`src/rtl/uart_tx_arbiter.sv`:
```
// Round-robin owner selection for one shared UART_TX: a winner keeps the serializer for a whole frame (optional ID header first).
// Byte accepted on N is strobed on N+1; ready only while the serializer is idle, and the next byte comes no earlier than 2 clocks after i_TX_Done.
module uart_tx_arbiter #(
   parameter int NUM_REQ   = 4,
   parameter int HEADER_EN = 1
) (
   input  logic                   i_Clock,
   input  logic                   i_Rst,
   input  logic [NUM_REQ-1:0]     i_Req_Valid,
   input  logic [8*NUM_REQ-1:0]   i_Req_Byte,
   input  logic [NUM_REQ-1:0]     i_Req_Last,
   output logic [NUM_REQ-1:0]     o_Req_Ready,
   output logic                   o_TX_DV,
   output logic [7:0]             o_TX_Byte,
   input  logic                   i_TX_Active,
   input  logic                   i_TX_Done,
   output logic [NUM_REQ-1:0]     o_Grant,
   output logic                   o_Busy
);

   localparam int IDX_W = $clog2(NUM_REQ);

   typedef enum logic [2:0] {S_IDLE, S_HDR, S_DATA, S_LOAD, S_WAIT} state_t;

   state_t             r_state, w_state_nxt;
   logic [IDX_W-1:0]   r_rr_ptr, w_rr_ptr_nxt;
   logic [IDX_W-1:0]   r_gnt_idx, w_gnt_idx_nxt;
   logic [IDX_W-1:0]   w_win_idx, w_idx, w_rr_next;
   logic [NUM_REQ-1:0] r_grant, w_grant_nxt;
   logic               r_last, w_last_nxt;
   logic               r_tx_dv, w_tx_dv_nxt;
   logic [7:0]         r_tx_byte, w_tx_byte_nxt;
   logic [7:0]         w_lane_byte, w_hdr_byte;
   logic               w_any_req, w_lane_valid, w_lane_last, w_accept;

   // First requester at or above rr_ptr, wrapping around.
   always_comb begin
      w_any_req = 1'b0;
      w_win_idx = '0;
      w_idx     = '0;
      for (int i = 0; i < NUM_REQ; i++) begin
         w_idx = IDX_W'((int'(r_rr_ptr) + i) % NUM_REQ);
         if (!w_any_req && i_Req_Valid[w_idx]) begin
            w_any_req = 1'b1;
            w_win_idx = w_idx;
         end
      end
   end

   always_comb begin
      w_lane_byte = '0;
      for (int n = 0; n < NUM_REQ; n++) begin
         if (r_grant[n]) w_lane_byte = i_Req_Byte[8*n +: 8];
      end
   end

   assign w_lane_valid = |(i_Req_Valid & r_grant);
   assign w_lane_last  = |(i_Req_Last & r_grant);
   assign o_Req_Ready  = (r_state == S_DATA && !i_TX_Active) ? r_grant : '0;
   assign w_accept     = (r_state == S_DATA) && !i_TX_Active && w_lane_valid;
   assign w_rr_next    = (r_gnt_idx == IDX_W'(NUM_REQ - 1)) ? '0 : r_gnt_idx + 1'b1;
   assign w_hdr_byte   = 8'hA0 | 8'(r_gnt_idx);

   always_comb begin
      w_state_nxt   = r_state;
      w_rr_ptr_nxt  = r_rr_ptr;
      w_gnt_idx_nxt = r_gnt_idx;
      w_grant_nxt   = r_grant;
      w_last_nxt    = r_last;
      w_tx_byte_nxt = r_tx_byte;
      w_tx_dv_nxt   = 1'b0;
      case (r_state)
         S_IDLE: begin
            if (w_any_req) begin
               w_gnt_idx_nxt = w_win_idx;
               w_grant_nxt   = NUM_REQ'(1) << w_win_idx;
               w_state_nxt   = (HEADER_EN != 0) ? S_HDR : S_DATA;
            end
         end
         S_HDR: begin
            if (!i_TX_Active) begin
               w_tx_byte_nxt = w_hdr_byte;
               w_tx_dv_nxt   = 1'b1;
               w_last_nxt    = 1'b0;
               w_state_nxt   = S_WAIT;
            end
         end
         S_DATA: begin
            if (w_accept) begin
               w_tx_byte_nxt = w_lane_byte;
               w_last_nxt    = w_lane_last;
               w_tx_dv_nxt   = 1'b1;
               w_state_nxt   = S_LOAD;
            end
         end
         S_LOAD: w_state_nxt = S_WAIT;
         S_WAIT: begin
            if (i_TX_Done) begin
               if (r_last) begin
                  w_grant_nxt  = '0;
                  w_rr_ptr_nxt = w_rr_next;
                  w_state_nxt  = S_IDLE;
               end else begin
                  w_state_nxt  = S_DATA;
               end
            end
         end
         default: w_state_nxt = S_IDLE;
      endcase
   end

   always_ff @(posedge i_Clock or posedge i_Rst) begin
      if (i_Rst) begin
         r_state   <= S_IDLE;
         r_rr_ptr  <= '0;
         r_gnt_idx <= '0;
         r_grant   <= '0;
         r_last    <= 1'b0;
         r_tx_dv   <= 1'b0;
         r_tx_byte <= 8'h00;
      end else begin
         r_state   <= w_state_nxt;
         r_rr_ptr  <= w_rr_ptr_nxt;
         r_gnt_idx <= w_gnt_idx_nxt;
         r_grant   <= w_grant_nxt;
         r_last    <= w_last_nxt;
         r_tx_dv   <= w_tx_dv_nxt;
         r_tx_byte <= w_tx_byte_nxt;
      end
   end

   assign o_TX_DV   = r_tx_dv;
   assign o_TX_Byte = r_tx_byte;
   assign o_Grant   = r_grant;
   assign o_Busy    = (r_state != S_IDLE);

endmodule

```
`config.mk`:
```
export PLATFORM = sky130hd
export DESIGN_NAME = uart_tx_arbiter
export DESIGN_NICKNAME = d
export VERILOG_FILES = /design/src/rtl/uart_tx_arbiter.sv
export SDC_FILE = /design/constraint.sdc
export NUM_CORES = 1
export LEC_CHECK = 0
export ABC_AREA = 0
export CORE_ASPECT_RATIO = 0.7
export CORE_MARGIN = 2
export CORE_UTILIZATION = 41
export DETAILED_ROUTE_END_ITERATION = 8
export PLACE_DENSITY_LB_ADDON = 0.2
export REMOVE_ABC_BUFFERS = 1
export SKIP_LAST_GASP = 1
export SYNTH_ARGS = -nofsm -noshare
export SYNTH_HDL_FRONTEND = slang
export SYNTH_SLANG_ARGS = --single-unit
```
`constraint.sdc`:
```
create_clock -name i_Clock -period 2 [get_ports i_Clock]
set_input_delay 0.3 -clock i_Clock [delete_from_list [all_inputs] [get_ports i_Clock]]
set_output_delay 0.3 -clock i_Clock [all_outputs]
set_load 0.01 [all_outputs]
```
==> impl_metrics.ini <==
[logic_synthesis]
syn_area_per_cell_um2 = 9.49
dominantRegCellSynth = sky130_fd_sc_hd__dfrtp_1
ys_seq_elements = 21
async_flop_share_pct = 100
synthDominantCellAreaShare_pct = 38.7
post_synth_num_cell_types = 41
count_of_flip_flops_with_a_built_in_enable_after_synthesis = 0
netlist_top_cells_count = 21 x sky130_fd_sc_hd__dfrtp_1, 11 x sky130_fd_sc_hd__nor2_1, 11 x sky130_fd_sc_hd__nor2b_1
synth_seq_area_share_pct = 38.7
post_synth_main_area_contributors = sky130_fd_sc_hd__dfrtp_1 39%, sky130_fd_sc_hd__a221oi_1 6.5%, sky130_fd_sc_hd__nor2b_1 5.1%
yosys.area.top_type = sky130_fd_sc_hd__dfrtp_1
yosys_warnings = 0
mappedNetlistArea_um2 = 1360
netlist_instances = 143
synth.most_common_cell = sky130_fd_sc_hd__dfrtp_1

[run_status]
run_status = complete, no violations

[pwr]
seq_power_share_pct = 32.5
p_leak_uw = 0.000914
power_switching_share_pct = 39.9
intPower_uw = 1420
maximum_resistive_drop_on_vdd_v = 0.000630
power.share.clock_pct = 11.7
powerDensity_nw_per_um2 = 1100
power.combinational.fraction_pct = 55.8
power.switching_uw = 942

[cts]
tritoncts.num_buffers = 3
cts_hold_repair.buffers = 0
cts-htree-levels = 1
numClockSinks = 21
clock_latency_ns = 0.26
cts_max_path_buffers = 2
cts_tree = yes
root_buffer = sky130_fd_sc_hd__clkbuf_8
path_clk_slew_ns = 0.08

[grt]
grt_antenna_before_repair = 0
grt_max_degree = 22
vias_in_the_first_global_route = 1464
global_route.overflow_total = 0
grt_first_pass_wirelength_mm = 6.73
grt_usage_pct = 23.3

[floorplan]
die_w_um = 72.8
die-area_um2 = 3790
io_pins = 62
core_area_um2 = 3150
die_h_um = 52.1
rows = 17
start_util_pct = 43.1

[worst_setup_path]
timing.critical_path.to_type = output pin
cp-start-kind = flop
cp_slowest_stage_delay_ns = 0.44
worst_path_max_delay_cell = sky130_fd_sc_hd__dfrtp_2
timing_worst_setup_path_type = reg -> out
timing.critical_path.cells = buf_4 > buf_4 > or3_1 > dlygate4sd2_1
r2r-start = r_state[0]$_DFFE_PP0P_
critical_path_peak_fanout = 6
cp_data_arrival_time_ns = 1.63
crit_path_start = r_state[0]$_DFFE_PP0P_
crit_path_frequent_cell = sky130_fd_sc_hd__buf_4
endpoint_required_time_on_the_critical_path_ns = 1.70

[detailed_routing]
ant_nets = 0
drt_first_pass_iters = 6
post_drt_via_cell_ratio = 5.60
dr.first_iter.drc_count = 79
drt-total-wl_mm = 4.25
drt-wirelength-per-cell_um = 16.7
drc = 0
routed-via-count = 1423

[layout]
final_layout_size_suffix_gt1_share_pct = 16.2
nNetsFinal = 262
combined_flip_flop_and_latch_cell_area_um2 = 529
multi_input_comb_area_um2 = 743
area.growth.synth_to_final_pct = 57.6
num_antenna_cells = 0
fillers = 242
layout.cells.non_filler = 254

[timing]
final_period_demand_of_the_worst_path_ns = 1.93
slew_headroom_pct = 50.7
number_of_hold_violations_in_the_final_report = 0
fmaxAchievable_mhz = 517
clock_tree_skew_after_final_layout_ns = 0.00637
final.period_utilization_pct = 96.7
setup_viol = 0
setup_tns_ns = 0
maxSlewViolCount = 0
worst_pin_slew_ns = 0.721

[place]
place.detailed.instances = 247
final_hpwl_from_detailed_placement_mm = 3.29
io_buffer_count = 61
gpl_congestion = 0.863

[worst_hold_path]
holdCritPathClass = in -> async

[flow_run]
drv_cap = 0
-- routing by layer --
layer	vias to the layer above	part of all wire (%)	GRT usage, %	wire length, um
met2	40	51	40.6	2160
met1	695	43	29.0	1840
met4	0	0.99	4.94	42
met3	6	4.8	6.20	203
li1	682	-	-	-
met5	-	0	0	0
-- final cells by class --
type | instances | area share [%]
Clock buffer | 4 | 2.11
Inverter | 8 | 1.52
Multi-Input combinational cell | 104 | 34.7
Timing Repair Buffer | 79 | 34.7
Sequential cell | 21 | 24.7
Tap cell | 38 | 2.22
-- registers in the layout (all words and copies together) (netlist names) --
register   cells
r_gnt_idx      2
r_rr_ptr       2
r_last         1
o_TX_DV        1
r_state        3
o_TX_Byte      8
o_Grant        4
-- power groups by stage --
stage          clock, uW  sequential [uW]  combinational, uW
2_1_floorplan          0              797                621
3_3_place_gp           0              758               1240
3_5_place_dp           0              768               1280
4_1_cts              280              758               1310
5_1_grt              303              786               1420
6_report             276              767               1320
-- repair_timing --
action,in CTS,in global routing
pin swaps,1,1
resized for setup,8,2
setup endpoints to repair,5,4
cloned,0,0
setup buffers,2,1
-- logic make-up after synthesis --
logic type	Yosys count	synth area share, %
and+or+nand+nor	48	20.0
AOI/OAI and AO/OA	52	30.7
DFF	21	38.7
muxes	3	2.76
adders and majority gates	1	0.922
buffers and inverters	18	6.91
-- final timing paths --
kind                                                  to  slack [ns]  cells after the start
min in group i_Clock            o_TX_Byte[2]$_DFFE_PP0P_        0.53                      1
max in group asynchronous         r_state[0]$_DFFE_PP0P_        1.41                      3
worst max register to register    o_Grant[0]$_DFFE_PP0P_        0.15                      6
worst min-delay path            o_TX_Byte[5]$_DFFE_PP0P_        0.36                      3
worst min register to register  o_TX_Byte[2]$_DFFE_PP0P_        0.53                      1
worst max-delay path                              o_Busy        0.07                      4
-- worst max-delay path, delay by kind of cell, from the launching register on --
kind,cells,cell delay [ns]
buffers and inverters,3,0.60
flip-flops,1,0.44
AND/OR/NAND/NOR,1,0.34
-- through the flow --
step | total power [uW] | hold slack, ns | instance area [um^2] | setup WS, ns | utilization (%)
2_1_floorplan | 1420 | 0.277 | 1300 | 0.291 | -
3_3_place_gp | 2000 | 0.490 | 2070 | -0.123 | 65.7
3_5_place_dp | 2040 | 0.494 | 2070 | -0.146 | 65.7
4_1_cts | 2340 | 0.372 | 2120 | -0.0517 | 67.5
5_1_grt | 2510 | 0.420 | 2140 | -0.0264 | 68.0
6_report | 2360 | 0.359 | 2140 | 0.0656 | 68.0
-- cell usage in the layout, fill, tap and decap left out, types with 2 or more instances in the layout --
cell type and instances:
sky130_fd_sc_hd__inv_1 7, sky130_fd_sc_hd__and2_1 4, sky130_fd_sc_hd__dfrtp_2 3, sky130_fd_sc_hd__a22oi_1 2, sky130_fd_sc_hd__nor2b_1 11, sky130_fd_sc_hd__o31ai_1 4
sky130_fd_sc_hd__buf_4 18, sky130_fd_sc_hd__o21ai_0 7, sky130_fd_sc_hd__o311a_1 2, sky130_fd_sc_hd__nand2_1 9, sky130_fd_sc_hd__nor2_1 11, sky130_fd_sc_hd__o21a_1 2
sky130_fd_sc_hd__a21oi_1 4, sky130_fd_sc_hd__dfrtp_1 18, sky130_fd_sc_hd__o31ai_2 2, sky130_fd_sc_hd__mux2_2 2, sky130_fd_sc_hd__clkdlybuf4s50_1 55, sky130_fd_sc_hd__dlygate4sd2_1 5
sky130_fd_sc_hd__a221oi_1 10, sky130_fd_sc_hd__nand3_1 4, sky130_fd_sc_hd__clkbuf_8 3, sky130_fd_sc_hd__a22o_1 7, sky130_fd_sc_hd__a211oi_1 2, sky130_fd_sc_hd__o2bb2ai_1 3
No activity file was read; power rests on OpenSTA's default activity.
